**src/rtl/regfile_mp.sv**
```systemverilog
// regfile_mp: parametrised multi-port register file with write-to-read bypass,
// an optional hardwired-zero register 0 and a per-register pending scoreboard.
// Decode reads and reserves destination registers; writeback writes and
// releases them. A registered flag reports same-address write collisions.
module regfile_mp #(
    parameter int  WIDTH    = 8,
    parameter int  DEPTH    = 4,
    parameter int  NREAD    = 2,
    parameter int  NWRITE   = 2,
    parameter int  BYPASS   = 1,
    parameter int  ZERO_REG = 0,
    localparam int AW       = $clog2(DEPTH)
) (
    input  logic                    clk,
    input  logic                    rst_n,
    input  logic [NWRITE-1:0]       we,
    input  logic [NWRITE*AW-1:0]    waddr,
    input  logic [NWRITE*WIDTH-1:0] wdata,
    input  logic [NREAD*AW-1:0]     raddr,
    output logic [NREAD*WIDTH-1:0]  rdata,
    output logic [NREAD-1:0]        rbusy,
    input  logic                    rsv_valid,
    input  logic [AW-1:0]           rsv_addr,
    output logic                    rsv_ok,
    output logic                    wr_conflict
);

    // Architectural state.
    logic [WIDTH-1:0]  data_q [DEPTH];
    logic [DEPTH-1:0]  pending_q;
    logic              wr_conflict_q;

    // Next-state values and per-cycle decode.
    logic [WIDTH-1:0]  data_d [DEPTH];
    logic [DEPTH-1:0]  pending_d;
    logic [NWRITE-1:0] wr_en;     // write enables with register-0 writes removed
    logic              collide;   // two or more live ports share an address
    logic              rsv_keep;  // accepted reservation that really sets a bit

    // Drop writes aimed at the hardwired zero register before anything else sees them.
    always_comb begin
        for (int i = 0; i < NWRITE; i++) begin
            wr_en[i] = we[i] && !(ZERO_REG != 0 && waddr[i*AW +: AW] == '0);
        end
    end

    // Detect any pair of live write ports targeting the same register.
    always_comb begin
        // NOTE: a default is assigned before the conditional updates so every path
        // drives the signal and no latch is inferred.
        collide = 1'b0;
        for (int i = 0; i < NWRITE; i++) begin
            for (int k = i + 1; k < NWRITE; k++) begin
                if (wr_en[i] && wr_en[k] && waddr[i*AW +: AW] == waddr[k*AW +: AW]) begin
                    collide = 1'b1;
                end
            end
        end
    end

    // A reservation is accepted only when the register is idle before the edge,
    // even if a write would release it this same cycle.
    assign rsv_ok   = rst_n && rsv_valid && !pending_q[rsv_addr];
    assign rsv_keep = rsv_ok && !(ZERO_REG != 0 && rsv_addr == '0);

    // Next state: writes in ascending port order so the highest port wins a
    // collision, then an accepted reservation sets pending on top of any clear.
    always_comb begin
        data_d    = data_q;
        pending_d = pending_q;
        for (int i = 0; i < NWRITE; i++) begin
            if (wr_en[i]) begin
                data_d[waddr[i*AW +: AW]]    = wdata[i*WIDTH +: WIDTH];
                pending_d[waddr[i*AW +: AW]] = 1'b0;
            end
        end
        if (rsv_keep) begin
            pending_d[rsv_addr] = 1'b1;
        end
    end

    // Read ports: stored value, optionally overridden by the highest same-cycle
    // writer; register 0 and the whole port are forced to zero where required.
    always_comb begin : read_ports
        logic [AW-1:0]    ra;
        logic [WIDTH-1:0] rv;
        rdata = '0;
        rbusy = '0;
        ra    = '0;
        rv    = '0;
        for (int j = 0; j < NREAD; j++) begin
            ra = raddr[j*AW +: AW];
            rv = data_q[ra];
            if (BYPASS != 0) begin
                for (int i = 0; i < NWRITE; i++) begin
                    if (wr_en[i] && waddr[i*AW +: AW] == ra) begin
                        rv = wdata[i*WIDTH +: WIDTH];
                    end
                end
            end
            if (!rst_n || (ZERO_REG != 0 && ra == '0)) begin
                rv = '0;
            end
            rdata[j*WIDTH +: WIDTH] = rv;
            rbusy[j]                = rst_n && pending_q[ra];
        end
    end

    // State registers: data array, scoreboard and the collision pulse.
    always_ff @(posedge clk or negedge rst_n) begin
        if (!rst_n) begin
            // NOTE: the data array is cleared on reset because every register must
            // read 0 after reset; this keeps it as resettable flops, not a RAM.
            for (int r = 0; r < DEPTH; r++) begin
                data_q[r] <= '0;
            end
            pending_q     <= '0;
            wr_conflict_q <= 1'b0;
        end else begin
            // NOTE: sequential state uses non-blocking assignments so all flops
            // sample pre-edge values; the combinational blocks above use blocking
            // assignments because later ports must overwrite earlier ones.
            data_q        <= data_d;
            pending_q     <= pending_d;
            wr_conflict_q <= collide;
        end
    end

    assign wr_conflict = wr_conflict_q;

endmodule
```
**config.mk**
```make
export PLATFORM = sky130hd
export DESIGN_NAME = regfile_mp
export DESIGN_NICKNAME = d
export VERILOG_FILES = /design/src/rtl/regfile_mp.sv
export SDC_FILE = /design/constraint.sdc
export NUM_CORES = 1
export LEC_CHECK = 0
export CAP_MARGIN = 20
export CORE_MARGIN = 4
export CORE_UTILIZATION = 45
export DETAILED_ROUTE_END_ITERATION = 8
export HOLD_SLACK_MARGIN = 0.06
export PLACE_DENSITY = 0.78
export SYNTH_ARGS = -nofsm -noshare
export SYNTH_HDL_FRONTEND = slang
export SYNTH_SLANG_ARGS = --single-unit
export TNS_END_PERCENT = 5
```
**constraint.sdc**
```tcl
create_clock -name clk -period 1.5 [get_ports clk]
set_input_delay 0.3 -clock clk [delete_from_list [all_inputs] [get_ports clk]]
set_output_delay 0.3 -clock clk [all_outputs]
set_load 0.05 [all_outputs]
```
==> impl_metrics.yaml, run 1 <==
clocking:
  clock_latency_ns: 0.30
  cts_max_level: 2
  numCtsBuffers: 5
  cts_tree: "done"
  clk_path_buf_depth: 2
  clk_pin_slew_worst_paths_ns: 0.08
  cts_root_buf: "clkbuf_8"
  clock_sinks: 37
global_routing:
  grt_usage_pct: 37.67
  antenna_found_initial: 0
  grt_max_degree: 28
  overflow: 0
  grt_pass1_wl_um: 21500
  grt_pass1_vias: 3747
sta:
  setup_tns_ns: -8.277
  clock_skew_ns: 0.001525
  final.min_clock_period_ns: 2.058
  max_freq_ghz: 0.4859
  worst_slew_pin_slew_ns: 0.7136
  slew_headroom_pct: 52.35
  finalCritPeriodShare_pct: 137.2
  layout_setup_ws_ns: -0.5580
  rsz0062_at_grt: "true"
  setup-violations-final: 19
  maxSlewViolCount: 0
  hold_viol_final: 0
cells_and_area:
  synthToLayoutAreaGrowth_pct: 83.87
  nFillCells: 296
  diodes: 0
  fin_cells: 502
  multi_input_area_um2: 2579
  utilization_pct: 85.16
  drive_gt1_share_pct: 54.59
  regArea_um2: 925.9
  fin_nets: 455
synthesis:
  syn_area_um2: 2924
  syn_inst: 286
  synthTopCellsByArea: "dfrtp_1 (32%), mux4_2 (12%), mux2i_1 (11%), o41ai_1 (4.8%), o31ai_1 (4.4%)"
  async_flop_share_pct: 100.0
  synth_flop_cell: "dfrtp_1"
  synth-simple-area-share_pct: 12.75
  ys_ff_latch: 37
  synth_top_area_share_pct: 31.66
  synth_edf_count: 0
  synth_area_leader_cell: "dfrtp_1"
  synthMuxAreaShare_pct: 25.07
  synthTopCellsByCount: "dfrtp_1 (37), mux2i_1 (32), a21oi_1 (24), nor2_1 (24), o31ai_1 (17)"
  synthMostInstantiatedCell: "dfrtp_1"
  ys_types: 36
  yosysSeqAreaShare_pct: 31.66
  yosys_warnings: 0
  syn_avg_cell_area_um2: 10.22
  synth_fp_nets: 317
  synth_top_family_by_area: "multiplexers"
  synth_xor_area_share_pct: 5.991
  synth_compound_area_share_pct: 19.04
  synthAdderAreaFrac_pct: 0
routing:
  dr.pass1.iters: 7
  drc_errors: 0
  wire_per_inst_um: 28.73
  drt_iter0_markers: 466
  wl_um: 14420
  final_antenna_net_count: 0
  vias: 3670
  avgViaCountPerCell: 7.311
worst_setup_path:
  endpoint_kind: "output port"
  path_max_fanout: 5
  reg2reg_slack_ns: 0.42
  rr_startpoint: "pending_q[0]$_DFF_PN0_"
  path_common_cell: "buf_4"
  worstPathRequired_ns: 1.20
  crit_type: "input port to output port"
  critPathLaunchType: "input port"
  r2r_end: "pending_q[2]$_DFF_PN0_"
  critPathSlowestCell: "a31oi_4"
  worstPathCellList: "buf_2, buf_4, xnor2_2, buf_4, nand4_1, a31oi_4, buf_12"
  cp_slowest_stage_delay_ns: 0.30
  rr_worst_depth: 5
  crit_arrival_ns: 1.76
place:
  dp_slack_ns: -0.9844
  dpl.hpwl_um: 8390
  gp_congestion: 0.9085
  dp_cells: 486
  io_buffer_count: 50
flow_run:
  drv_cap: 0
power:
  peakVddDrop_v: 0.0006905
  cellPowerDensity_nw_per_um2: 860.1
  p_leak_nw: 2.198
outcome:
  outcome: "complete, but fails checks"
  violations: "setup timing"
floorplanning:
  core.rowCount: 29
  start_util_pct: 46.31
  dieArea_um2: 7852
  ios: 51
  die_width_um: 88.61
  die_h_um: 88.61
  core-area_um2: 6314
hold_path:
  hp-class: "input port to async pin"
## report_power, final
group	switching [mW]	leakage, nW	internal [mW]	total (mW)
registers	0.151	0.433	1.17	1.32
clock network	0.414	0.0364	0.326	0.741
logic	1.34	1.73	1.23	2.56
total	1.90	2.20	2.72	4.62
## critical path: cells and delay by family
family                    cells  cell delay, ns
buffers and inverters         4            0.72
xor gates and xnor gates      1            0.21
and+or+nand+nor               1            0.22
AOI/OAI and AO/OA             1            0.30
## timing repair
action | CTS | global route
hold buffers | 1 | 0
gates cloned | 1 | 0
hold endpoints to repair | 1 | 0
setup endpoints to repair | 55 | 20
buffers inserted | 6 | 0
resized for setup | 122 | 12
pin swaps | 16 | 10
## final cells by class
cell class | count | area share [%]
Multi-Input combinational cell | 221 | 47.96
Timing Repair Buffer | 157 | 31.16
Sequential cell | 37 | 17.22
Tap cell | 77 | 1.792
Clock buffer | 5 | 1.280
Clock inverter | 3 | 0.4189
Inverter | 2 | 0.1629
## logic make-up after synthesis
group / Yosys count
buffers and inverters: 28
DFF: 37
xor gates and xnor gates: 14
and+or+nand+nor: 72
AOI/OAI and AO/OA: 85
muxes: 50
## flip-flops by register name, indices dropped and copies added (netlist names)
signal	count
wr_conflict	1
pending_q	4
data_q	32
## how the worst max path moves through the flow
stage                         from   endpoint  slack, ns  cells past startpoint
2_1_floorplan             waddr[2]  rdata[14]      -0.34                      5
3_3_place_gp              raddr[1]   rdata[2]      -0.91                      6
3_5_place_dp              waddr[1]   rdata[4]      -0.98                      5
4_1_cts        data_q[1]$_DFF_PN0_   rdata[9]      -0.44                      4
5_1_grt                  wdata[14]   rdata[6]      -0.62                      5
6_report                  waddr[0]   rdata[2]      -0.56                      7
## stage by stage
stage / power [mW] / cell area (um2) / hold WS [ns]
floorplan: 2.431 / 3221 / 0.004409
global placement: 3.324 / 4683 / 0.3049
detailed placement: 3.399 / 4683 / 0.3113
CTS: 4.446 / 5290 / 0.07179
global route: 4.762 / 5376 / 0.1243
finish: 4.624 / 5376 / 0.1261
## placed cells by master (no fill, tap or decap), types with 2 or more instances in the layout
cell type | synthesis | final
o21ai_0 | 9 | 9
o31ai_4 | 0 | 15
buf_6 | 5 | 16
clkbuf_8 | 0 | 5
or3_4 | 0 | 2
nand3b_1 | 5 | 5
nand4_1 | 16 | 16
dfrtp_1 | 37 | 37
a31oi_4 | 0 | 16
nand2_1 | 11 | 10
clkdlybuf4s50_1 | 0 | 16
xnor2_2 | 0 | 3
xor2_4 | 2 | 7
nand3_1 | 4 | 3
buf_12 | 0 | 28
o41ai_1 | 16 | 3
buf_2 | 11 | 4
buf_4 | 1 | 83
dlygate4sd2_1 | 0 | 5
mux4_2 | 16 | 18
buf_8 | 0 | 3
o41ai_2 | 0 | 13
clkinvlp_4 | 0 | 3
nor2_1 | 24 | 24
mux2i_1 | 32 | 31
xor2_1 | 6 | 2
and2_4 | 0 | 2
a21oi_1 | 24 | 24
## metal layers
layer	up-vias	wire [um]	track usage, %
met5	-	0	0
li1	1412	-	-
met4	0	1163	26.79
met3	121	1544	8.752
met2	370	6623	59.08
met1	1767	5092	45.57
Power figures use the tool's default switching activity.
==> run 2, diff against run 1 <==
- SETUP_SLACK_MARGIN: default -> 0.5
==> impl_metrics.yaml, run 2 (synthesis results as in run 1) <==
global_routing:
  overflow: 0
  grt_pass1_wl_um: 21450
  antenna_found_initial: 0
  grt_pass1_vias: 3705
  grt_max_degree: 28
  grt_usage_pct: 37.53
clocking:
  clock_latency_ns: 0.30
  cts_tree: "done"
  numCtsBuffers: 5
  clk_pin_slew_worst_paths_ns: 0.09
  cts_max_level: 2
  cts_root_buf: "clkbuf_8"
  clk_path_buf_depth: 2
  clock_sinks: 37
routing:
  wire_per_inst_um: 29.39
  drc_errors: 0
  dr.pass1.iters: 5
  avgViaCountPerCell: 7.129
  vias: 3586
  drt_iter0_markers: 511
  final_antenna_net_count: 0
  wl_um: 14780
outcome:
  outcome: "complete, but fails checks"
  violations: "setup timing"
floorplanning:
  start_util_pct: 46.31
  core-area_um2: 6314
  die_width_um: 88.61
  die_h_um: 88.61
  core.rowCount: 29
  ios: 51
  dieArea_um2: 7852
sta:
  slew_headroom_pct: 53.32
  maxSlewViolCount: 0
  setup-violations-final: 19
  max_freq_ghz: 0.5014
  layout_setup_ws_ns: -0.4946
  finalCritPeriodShare_pct: 133.0
  clock_skew_ns: 0.0006858
  hold_viol_final: 0
  rsz0062_at_grt: "true"
  worst_slew_pin_slew_ns: 0.6992
  final.min_clock_period_ns: 1.995
cells_and_area:
  fin_nets: 456
  diodes: 0
  drive_gt1_share_pct: 61.74
  synthToLayoutAreaGrowth_pct: 92.60
  final_common_cell: "buf_4"
  largest_reg_flops: 32
  final_cell_mix: "buf_4 (72), dfrtp_1 (37), buf_12 (31)"
  utilization_pct: 89.20
  largest-register: "data_q"
  fin_cells: 503
worst_setup_path:
  crit_type: "input port to output port"
  rr_startpoint: "pending_q[0]$_DFF_PN0_"
  r2r_end: "pending_q[0]$_DFF_PN0_"
  worstPathRequired_ns: 1.20
  critPathLaunchType: "input port"
  endpoint_kind: "output port"
  rr_worst_depth: 5
  reg2reg_slack_ns: 0.43
  path_max_fanout: 3
  crit_arrival_ns: 1.69
place:
  gp_congestion: 0.9085
  dpl.hpwl_um: 8390
  io_buffer_count: 50
  dp_cells: 486
power:
  p_leak_nw: 2.283
  peakVddDrop_v: 0.001024
  cellPowerDensity_nw_per_um2: 844.2
hold_path:
  hp-class: "input port to async pin"
flow_run:
  drv_cap: 0
==> run 2: repair_timing <==
action	CTS	global route
hold buffers	1	0
buffers inserted	6	1
gates resized for setup	171	44
setup endpoints to repair	57	56
cloned	1	0
pin swaps	29	31
hold endpoints to repair	1	0
==> run 2: worst max-delay path by stage <==
stage / start / end / slack (ns) / cells past startpoint
floorplan: waddr[2] / rdata[14] / -0.34 / 5
finish: wdata[8] / rdata[8] / -0.49 / 5
detailed placement: waddr[1] / rdata[4] / -0.98 / 5
CTS: data_q[1]$_DFF_PN0_ / rdata[9] / -0.44 / 4
global route: waddr[2] / rdata[6] / -0.51 / 8
global placement: raddr[1] / rdata[2] / -0.91 / 6
==> run 2: report_power, final <==
| group | leakage (nW) | switching (mW) | internal (mW) |
|---|---|---|---|
| sequential | 0.433 | 0.164 | 1.17 |
| combinational | 1.81 | 1.38 | 1.28 |
| clock | 0.0364 | 0.431 | 0.327 |
| total | 2.28 | 1.97 | 2.78 |
==> run 2: per-layer routing <==
layer | share of wire [%] | global-route usage (%) | routed length, um
met4 | 6.7 | 21.84 | 992
met5 | 0 | 0 | 0
met3 | 10 | 8.101 | 1517
met1 | 36 | 47.59 | 5290
met2 | 47 | 59.21 | 6980
==> run 2: cell type report <==
class | count | area, um2
multi-input combinational | 221 | 2730
timing repair buffer | 158 | 1779
sequential | 37 | 925.9
fill | 242 | 681.9
tap | 77 | 96.34
clock buffer | 5 | 68.82
clock inverter | 3 | 22.52
inverter | 2 | 8.758
==> run 2: stage by stage <==
stage / setup slack (ns) / cell area [um2] / power (mW) / TNS [ns] / hold slack (ns)
after detailed placement: -0.9844 / 4683 / 3.399 / -34.37 / 0.3113
after floorplan: -0.3387 / 3221 / 2.431 / -5.589 / 0.004409
after global routing: -0.5124 / 5632 / 4.889 / -8.637 / 0.09389
final: -0.4946 / 5632 / 4.754 / -8.100 / 0.1031
after global placement: -0.9124 / 4683 / 3.324 / -31.98 / 0.3049
after CTS: -0.4352 / 5450 / 4.493 / -7.580 / 0.07179
==> run 2: worst max-delay path: stages <==
cell	delay, ns
clkdlybuf4s50_1	0.54
o41ai_1	0.46
buf_4	0.19
a31oi_4	0.04
buf_12	0.16
==> run 3, diff against run 2 <==
- CAP_MARGIN: 20 -> default
- REMOVE_ABC_BUFFERS: default -> 1
- SLEW_MARGIN: default -> 15
==> impl_metrics.yaml, run 3 (synthesis results as in run 1) <==
hold_path:
  hp-class: "input port to async pin"
cells_and_area:
  diodes: 0
  final_common_cell: "buf_4"
  regArea_um2: 925.9
  largest_reg_flops: 32
  drive_gt1_share_pct: 56.29
  synthToLayoutAreaGrowth_pct: 81.69
  final_cell_mix: "buf_4 (64), dfrtp_1 (37), buf_12 (31)"
  utilization_pct: 84.15
  fin_nets: 451
  nFillCells: 316
  largest-register: "data_q"
  multi_input_area_um2: 2402
  final_area_um2: 5313
floorplanning:
  dieArea_um2: 7852
  ios: 51
  core.rowCount: 29
  start_util_pct: 46.31
  die_h_um: 88.61
  die_width_um: 88.61
  core-area_um2: 6314
global_routing:
  grt_pass1_vias: 3729
  overflow: 0
  grt_max_degree: 26
  grt_pass1_wl_um: 20870
  antenna_found_initial: 0
  grt_usage_pct: 36.36
sta:
  maxSlewViolCount: 0
  rsz0062_at_grt: "true"
  whs_ns: 0.2566
  hold_viol_final: 0
  slew_headroom_pct: 56.43
  worst_slew_pin_slew_ns: 0.6535
  finalCritPeriodShare_pct: 151.7
  clock_skew_ns: 0.0001534
  setup-violations-final: 19
  final.min_clock_period_ns: 2.275
  max_freq_ghz: 0.4395
  layout_setup_ws_ns: -0.7753
  setup_tns_ns: -9.840
routing:
  wire_per_inst_um: 29.83
  drc_errors: 0
  drt_iter0_markers: 575
  avgViaCountPerCell: 7.297
  wl_um: 14850
  final_antenna_net_count: 0
  vias: 3634
  dr.pass1.iters: 6
outcome:
  outcome: "complete, but fails checks"
  violations: "setup timing"
clocking:
  clk_path_buf_depth: 2
  clock_latency_ns: 0.31
  cts_root_buf: "clkbuf_8"
  cts_max_level: 2
  cts_tree: "done"
  clk_pin_slew_worst_paths_ns: 0.09
  numCtsBuffers: 5
  clock_sinks: 37
worst_setup_path:
  path_common_cell: "buf_4"
  worst-path-buf-inv: 5
  crit_arrival_ns: 1.98
  critPathLaunchType: "input port"
  path_max_fanout: 8
  rr_startpoint: "pending_q[3]$_DFF_PN0_"
  endpoint_kind: "output port"
  worstPathRequired_ns: 1.20
  worstPathCellList: "clkdlybuf4s15_2, buf_4, xnor2_1, buf_4, nand4_1, a31oi_4, buf_6, buf_12"
  r2r_end: "pending_q[3]$_DFF_PN0_"
  crit_type: "input port to output port"
  cp_slowest_stage_delay_ns: 0.31
  rr_worst_depth: 3
  reg2reg_slack_ns: 0.39
  cp_top_family: "buffers and inverters"
  critPathSlowestCell: "a31oi_4"
flow_run:
  drv_cap: 0
power:
  cellPowerDensity_nw_per_um2: 931.9
  p_leak_nw: 2.227
  peakVddDrop_v: 0.001275
place:
  gp_congestion: 0.9356
  io_buffer_count: 50
  place_area_um2: 4294
  dpl.hpwl_um: 7547
  dp_slack_ns: -0.9755
==> run 3: worst register-to-register path, delay by kind of cell (launching register included) <==
family,cells,cell delay [ns]
buffers and inverters,1,0.14
and+or+nand+nor,2,0.46
DFF,1,0.44
==> run 3: metrics by stage <==
step / instances / total power [mW]
4_1_cts: 495 / 4.584
5_1_grt: 498 / 5.096
3_3_place_gp: 472 / 3.141
6_report: 498 / 4.951
2_1_floorplan: 260 / 2.185
3_5_place_dp: 472 / 3.205
==> run 3: final cells by class <==
class | instances | share of cell area (%)
Clock buffer | 5 | 1.295
Clock inverter | 3 | 1.225
Inverter | 2 | 0.1649
Multi-Input combinational cell | 221 | 45.22
Sequential cell | 37 | 17.43
Tap cell | 77 | 1.813
Timing Repair Buffer | 153 | 32.85
==> run 3: timing repair <==
item                                   CTS  global route
cloned                                   1             0
setup endpoints to repair               57            69
resized for setup                      133            61
endpoints found under the hold margin   12             0
hold buffers                             1             0
setup buffers                           13             3
pin swaps                               39            39
==> run 3: routing by layer <==
| metal | vias to the layer above | wire (um) | global-route usage, % |
|---|---|---|---|
| met5 | - | 0 | 0 |
| met2 | 373 | 6572 | 54.79 |
| met4 | 0 | 1292 | 28.02 |
| met3 | 137 | 1868 | 11.55 |
| li1 | 1412 | - | - |
| met1 | 1712 | 5120 | 43.01 |
==> run 3: worst max path at each step <==
stage	start	end	slack, ns	cells after the start
finish	raddr[3]	rdata[10]	-0.78	8
floorplan	waddr[3]	rdata[14]	-0.67	3
detailed placement	raddr[2]	rdata[10]	-0.98	7
global route	raddr[3]	rdata[10]	-0.77	8
CTS	data_q[12]$_DFF_PN0_	rdata[4]	-0.53	5
global placement	raddr[2]	rdata[10]	-0.96	7
==> run 3: power breakdown <==
| group | internal, mW | switching (mW) |
|---|---|---|
| clock | 0.662 | 0.429 |
| combinational | 1.23 | 1.28 |
| sequential | 1.17 | 0.183 |
| total | 3.06 | 1.89 |
